<file path="src/rtl/conv_layer_input_ctrl.sv">
// Sequencer for conv_layer_input_interface: preloads KERNEL_SIZE rows per image, then alternates
// SHIFT/LOAD. It also tracks the interface acks, applies a timeout, and flags rows, done and errors.
module conv_layer_input_ctrl #(
    parameter int unsigned KERNEL_SIZE    = 2,
    parameter int unsigned IMAGE_SIZE     = 8,
    parameter int unsigned ROW_CNT_WIDTH  = 4,
    parameter int unsigned TIMEOUT_CYCLES = 64,
    parameter int unsigned TO_WIDTH       = 7
) (
    input  logic                     clk,
    input  logic                     rst,
    input  logic                     start,
    input  logic [1:0]               ack,
    output logic                     iface_enable,
    output logic [1:0]               cmd,
    output logic                     busy,
    output logic                     row_valid,
    output logic [ROW_CNT_WIDTH-1:0] out_row_idx,
    output logic                     done,
    output logic                     err
);

    localparam int unsigned OUT_ROWS = IMAGE_SIZE - KERNEL_SIZE + 1;

    localparam logic [1:0] ACK_IDLE      = 2'd0;
    localparam logic [1:0] ACK_LOAD_FIN  = 2'd1;
    localparam logic [1:0] ACK_SHIFT_FIN = 2'd2;

    localparam logic [1:0] CMD_IDLE  = 2'd0;
    localparam logic [1:0] CMD_LOAD  = 2'd1;
    localparam logic [1:0] CMD_SHIFT = 2'd2;

    localparam logic [ROW_CNT_WIDTH-1:0] LAST_PRELOAD = ROW_CNT_WIDTH'(KERNEL_SIZE - 1);
    localparam logic [ROW_CNT_WIDTH-1:0] LAST_OUT_ROW = ROW_CNT_WIDTH'(OUT_ROWS - 1);
    localparam logic [ROW_CNT_WIDTH-1:0] ROW_ONE      = ROW_CNT_WIDTH'(1);
    localparam logic [TO_WIDTH-1:0]      TO_LAST      = TO_WIDTH'(TIMEOUT_CYCLES - 1);
    localparam logic [TO_WIDTH-1:0]      TO_ONE       = TO_WIDTH'(1);

    typedef enum logic [3:0] {
        S_IDLE,
        S_PRE_CMD,
        S_PRE_WAIT,
        S_SH_CMD,
        S_SH_WAIT,
        S_LD_CMD,
        S_LD_WAIT,
        S_DONE,
        S_ERROR
    } state_t;

    state_t                   state, state_nxt;
    logic [ROW_CNT_WIDTH-1:0] load_cnt, load_cnt_nxt;
    logic [ROW_CNT_WIDTH-1:0] out_cnt, out_cnt_nxt;
    logic [TO_WIDTH-1:0]      to_cnt, to_cnt_nxt;
    logic                     row_fin;
    logic                     nxt_active;

    always_ff @(posedge clk or posedge rst) begin
        if (rst) begin
            state    <= S_IDLE;
            load_cnt <= '0;
            out_cnt  <= '0;
            to_cnt   <= '0;
        end else begin
            state    <= state_nxt;
            load_cnt <= load_cnt_nxt;
            out_cnt  <= out_cnt_nxt;
            to_cnt   <= to_cnt_nxt;
        end
    end

    always_comb begin
        state_nxt    = state;
        load_cnt_nxt = load_cnt;
        out_cnt_nxt  = out_cnt;
        to_cnt_nxt   = to_cnt;
        row_fin      = 1'b0;

        case (state)
            S_IDLE, S_DONE, S_ERROR: begin
                if (start) begin
                    state_nxt    = S_PRE_CMD;
                    load_cnt_nxt = '0;
                    out_cnt_nxt  = '0;
                end
            end

            S_PRE_CMD: begin
                to_cnt_nxt = '0;
                state_nxt  = S_PRE_WAIT;
            end

            S_SH_CMD: begin
                to_cnt_nxt = '0;
                state_nxt  = S_SH_WAIT;
            end

            S_LD_CMD: begin
                to_cnt_nxt = '0;
                state_nxt  = S_LD_WAIT;
            end

            S_PRE_WAIT: begin
                if (ack == ACK_LOAD_FIN) begin
                    load_cnt_nxt = load_cnt + ROW_ONE;
                    state_nxt    = (load_cnt == LAST_PRELOAD) ? S_SH_CMD : S_PRE_CMD;
                end else if (ack != ACK_IDLE) begin
                    state_nxt = S_ERROR;
                end else if (to_cnt == TO_LAST) begin
                    state_nxt = S_ERROR;
                end else begin
                    to_cnt_nxt = to_cnt + TO_ONE;
                end
            end

            S_SH_WAIT: begin
                if (ack == ACK_SHIFT_FIN) begin
                    row_fin     = 1'b1;
                    out_cnt_nxt = out_cnt + ROW_ONE;
                    state_nxt   = (out_cnt == LAST_OUT_ROW) ? S_DONE : S_LD_CMD;
                end else if (ack != ACK_IDLE) begin
                    state_nxt = S_ERROR;
                end else if (to_cnt == TO_LAST) begin
                    state_nxt = S_ERROR;
                end else begin
                    to_cnt_nxt = to_cnt + TO_ONE;
                end
            end

            S_LD_WAIT: begin
                if (ack == ACK_LOAD_FIN) begin
                    load_cnt_nxt = load_cnt + ROW_ONE;
                    state_nxt    = S_SH_CMD;
                end else if (ack != ACK_IDLE) begin
                    state_nxt = S_ERROR;
                end else if (to_cnt == TO_LAST) begin
                    state_nxt = S_ERROR;
                end else begin
                    to_cnt_nxt = to_cnt + TO_ONE;
                end
            end

            default: state_nxt = S_IDLE;
        endcase
    end

    assign nxt_active = (state_nxt != S_IDLE) && (state_nxt != S_DONE) && (state_nxt != S_ERROR);

    // Outputs are decoded from the next state so they line up with the state they describe.
    always_ff @(posedge clk or posedge rst) begin
        if (rst) begin
            cmd          <= CMD_IDLE;
            iface_enable <= 1'b0;
            busy         <= 1'b0;
            row_valid    <= 1'b0;
            out_row_idx  <= '0;
            done         <= 1'b0;
            err          <= 1'b0;
        end else begin
            case (state_nxt)
                S_PRE_CMD, S_LD_CMD: cmd <= CMD_LOAD;
                S_SH_CMD:            cmd <= CMD_SHIFT;
                default:             cmd <= CMD_IDLE;
            endcase
            iface_enable <= nxt_active;
            busy         <= nxt_active;
            row_valid    <= row_fin;
            if (row_fin) begin
                out_row_idx <= out_cnt;
            end
            done <= (state_nxt == S_DONE) && (state != S_DONE);
            err  <= (state_nxt == S_ERROR);
        end
    end

endmodule

</file>
<file path="config.mk">
export PLATFORM = sky130hd
export DESIGN_NAME = conv_layer_input_ctrl
export DESIGN_NICKNAME = d
export VERILOG_FILES = /design/src/rtl/conv_layer_input_ctrl.sv
export SDC_FILE = /design/constraint.sdc
export NUM_CORES = 1
export LEC_CHECK = 0
export BUFFER_PORTS_ARGS = -buffer_cell sky130_fd_sc_hd__buf_2
export CAP_MARGIN = 25
export CORE_ASPECT_RATIO = 2
export CORE_MARGIN = 2
export CORE_UTILIZATION = 45
export DETAILED_ROUTE_END_ITERATION = 16
export GPL_ROUTABILITY_DRIVEN = 0
export PLACE_DENSITY = 0.7
export SYNTH_ARGS = -nofsm -noshare
export SYNTH_HDL_FRONTEND = slang
export SYNTH_SLANG_ARGS = --single-unit
</file>
<file path="constraint.sdc">
create_clock -name clk -period 2.5 [get_ports clk]
set_input_delay 0.125 -clock clk [delete_from_list [all_inputs] [get_ports clk]]
set_output_delay 0.125 -clock clk [all_outputs]
set_load 0.01 [all_outputs]
</file>
# Word level (Yosys, flattened, before mapping)
# Cells that the tools add are included.
[classes]
n_eq_ne = 26
n_mux = 22
n_addsub = 3
reduce_logical = 16
[op_table]
columns = ["operator", "n"]
rows = [
  ["$mux W4", 9],
  ["$eq A4 B3 Y1 const B", 7],
  ["$mux W7", 4],
  ["$pmux W4 S7", 1],
  ["$pmux W7 S3", 1],
  ["$pmux W4 S2", 2],
  ["$eq A4 B1 Y1 const B", 3],
  ["$eq A4 B2 Y1 const B", 3],
  ["$reduce_and A3 Y1", 3],
  ["$add A4 B1 Y4 const B", 2],
  ["$eq A4 B4 Y1 const B", 2],
  ["$ne A2 B2 Y1 const B", 4],
  ["$ne A4 B3 Y1 const B", 2],
  ["$add A7 B1 Y7 const B", 1],
  ["$eq A7 B6 Y1 const B", 1],
  ["$reduce_bool A2 Y1", 3],
  ["$reduce_or A3 Y1", 2],
  ["$logic_not A4 Y1", 1],
  ["$mux W2", 2],
  ["$ne A4 B4 Y1 const B", 1],
  ["$pmux W2 S2", 1],
  ["$reduce_bool A4 Y1", 1],
  ["$reduce_or A2 Y1", 2],
  ["$logic_and A1 B1 Y1", 3],
  ["other kinds (5)", 6],
]
[totals]
output_inout_bits = 11
input_bits = 5
reg_bits = 29
word_cells = 77

# Longest topological paths before layout
[depth]
ltp_word = 8
depth_mapped = 7
ltp_nobuf = 6

# Least setup slack after synthesis
# OpenSTA, ideal clock, no wires.
[synth_path]
path_kind = "register to register"
startpoint = "register to_cnt[0]"
endpoint = "register to_cnt[4]"
setup_time_ps = 78
required_time_ps = 2422
path_slack_ps = 528
arrival_time_ps = 1895
period_less_slack_ps = 1972
path_buffers = 1
stages_incl_launch_ff = 8
cell_sequence = "dfrtp_1 ha_1 and4_4 a311oi_4 o211ai_2 buf_6 or3_1 a21boi_1"
[synth_via]
elab_chain_len = 5
word_cells_on_any_way = 7
cone_classes = "add/sub: 1; eq/ne: 1; mux: 5"
[synth_rtl]
columns = ["item", "line", "source"]
rows = [
  ["from (decl)", "54", "logic [TO_WIDTH-1:0] to_cnt, to_cnt_nxt;"],
  ["from (signal assigned)", "68", "to_cnt <= to_cnt_nxt;"],
  ["$add A7 B1 Y7 / $eq A7 B6 Y1 (equally long branches)", "n/a", ""],
  ["$mux W7 *", "109, 123, 136", ""],
  ["$mux W7 *", "134", "end else if (ack != ACK_IDLE) begin"],
  ["$mux W7 (on tied branches)", "131, 117", ""],
  ["$pmux W7 S3 *", "79", "case (state)"],
]
# Mark *: on every way between the ends. The rest lies on a longest branch, timed or not. The select of a mux whose other input is x is not followed.
# A chain may end at the register's enable or synchronous reset.

# Worst setup path in the final report
[layout_path]
startpoint = "register to_cnt[0]"
endpoint = "register to_cnt[5]"
# The elaborated chain is that of the path after synthesis.

==> metrics <==
status=completed; PD cells=roughly 950 nW/um^2; clock latency on the worst-skew pair=roughly 0.28 ns; largest family of logic cells by synthesized area=simple AND/OR/NAND/NOR gates; max-slew violation count=0; Clock Pin Slew Worst Setup and Hold Paths=roughly 0.060 ns; setup ws final=around 0.21 ns; Cells after Synth=154; post-synthesis mux area share=approximately 4.2%; CP Data Required Time=~2.7 ns; Starting Density=a little under half; Synth Area in Adders=between 4 and 5%; critical path class=register to register; final-stage net count=~180; IO buf count=15; initial antenna violation count=0; final hold vios=0; Mapped Area=1550 um^2; share of cells above drive strength 1=between 20% and 30%; crit path time final=~2.3 ns; Area Growth Syn to Fin=12.7%; DIE AREA=3960 um^2; Seq cells post-synth=29; Core ar.=approximately 3300 um^2; Post-synth EDFFs=0; total inserted antenna cells=0; Final Util=between 50 and 60%; IR drop worst, VDD=about 0.49 mV; post-cts sizing count=0; first-pass GRT wire length=4.97 mm; Synth Area per Inst=between 10 and 15 um^2; Total Routed Length=between 2 and 3 mm; final setup vio count=0; fillers=300; predominant post-synthesis flop cell=dfrtp_1; slew at the pin with the worst max-slew slack=0.493 ns; fmax=~440 MHz; Rel. slew slack=between 60 and 70%; DP Worst Slack=between 0.2 and 0.25 ns; WP data arrival=2.49 ns; gr ovfl total=0; MaxCap Viol Count=0; Avg WL per Cell=around 14 um; Synthesized Nets=between 150 and 200; antenna-violating nets left=0; multi-input logic area=between 700 and 800 um^2; DRT iter0 DRCs=22; Synth Area in XOR/XNOR=under 10%; RSZ-0062 raised after global routing=no; Critical Path End Type=register; ys async rst share=100%; Critical Path Source Type=register; commonest non-fill, non-tap cell in the layout=dfrtp_1; Register Area=a little over 700 um^2; io pins=16; Post-Synth Simple-Gate Area=21.1%; die height=~87 um; drt via density=roughly 6; met3 WL=100 um; Clock Sinks=29; biggest area consumer among synthesized cells=dfrtp_1; CTS tree=yes; vias in the first global route=about 1,200; post-synth top area share=roughly 47%; setup tns final=0 ns; CTS Buf Count=5; vias post-DR=1,231; HP Class=primary input to register; All-Layer GR Usage=between 10% and 20%; YS warnings=0; M1 wire length=approximately 1.1 mm; clk_skew=approximately 0.0055 ns; Row Count=30; die width=45.5 um; Synth Area in Compound Gates=between 15 and 20%; clock root buffer=clkbuf_8; H-Tree Depth=2; drt pass-1 iters=4; post-synth cell types=50; leak pwr=roughly 0.85 nW; top cells by area, synth=dfrtp_1 47%, ha_1 4.0%, nand2_1 3.9%; maximum clock path buffer count=2; pin count of the biggest net entering global routing=30; DP Wirelength=between 2 and 2.5 mm; final period utilization=around 90%; met2 wire len=1.70 mm; uppermost layer routed=met4; total power draw=0.00167 W; Post-CTS Setup Bufs=0; DRC Markers=0; post-synthesis sequential area ratio=between 40% and 50%; CP Max Fanout=11; commonest cells after routing, fill and taps aside=29 x dfrtp_1, 16 x nand2_1, 15 x buf_2; # hold bufs at CTS=1
==> final timing paths <==
kind	start	endpoint	slack, ns	cells after the start
hold reg to reg	out_row_idx[1]	out_row_idx[1]	0.47	2
hold / removal	ack[0]	to_cnt[2]	0.23	4
max in group asynchronous	rst	load_cnt[1]	1.76	4
setup / recovery	to_cnt[0]	to_cnt[5]	0.21	6
min in group asynchronous	rst	state[2]	0.46	4
setup reg to reg	to_cnt[0]	to_cnt[5]	0.21	6
==> final cells by class <==
type / count / area share [%]
clock buffer: 7 / 5.51
clock inverter: 1 / 0.286
inverter: 9 / 1.93
multi-input combinational: 110 / 42.8
sequential: 29 / 41.5
tap: 32 / 2.29
timing repair buffer: 18 / 5.72
==> layer usage <==
metal / GRT usage (%) / vias to the layer above
li1: - / 585
met1: 15.5 / 605
met2: 31.6 / 30
met3: 4.15 / 11
met4: 11.2 / 0
met5: 0 / -
==> synthesized netlist by cell type (4+ instances only) <==
cell and number:
nand3_1 4, o31ai_1 4, o21ai_0 5, nor2_1 14
a21oi_1 5, ha_1 5, dfrtp_1 29, nand2_1 16
inv_1 9, nor2b_1 4
==> sequential cells by signal, indices dropped and copies added, names as in the netlist <==
register / flops
busy: 1
cmd: 2
done: 1
err: 1
load_cnt: 4
out_cnt: 4
out_row_idx: 4
row_valid: 1
state: 4
to_cnt: 7
==> cells by family after synthesis <==
family,after synthesis
AND/OR/NAND/NOR,61
AO/OA/AOI/OAI,36
flip-flops,29
buffers and inverters,15
multiplexers,6
adder cells (fa/ha/maj),5
XOR/XNOR,2
==> stage by stage <==
step                      area, um^2  std cells  hold WS [ns]
after floorplan                 1550        154         0.203
after global placement          1640        197         0.203
after detailed placement        1640        197         0.219
after CTS                       1750        206         0.224
after global routing            1750        206         0.244
final                           1750        206         0.229
==> power by group <==
| group | internal, W | switching, W | total [W] |
|---|---|---|---|
| Combinational | 0.000241 | 0.000355 | 0.000597 |
| Sequential | 0.000550 | 0.000103 | 0.000653 |
| Clock | 0.000248 | 0.000172 | 0.000420 |
| Total | 0.00104 | 0.000630 | 0.00167 |
==> worst max-delay path, stage by stage (launching register included) <==
cell      delay, ns
dfrtp_1        0.41
ha_1           0.27
and4_4         0.22
a311oi_4       0.40
o211ai_2       0.23
or4_1          0.53
a21boi_1       0.15
No activity file was read; power rests on OpenSTA's default activity.
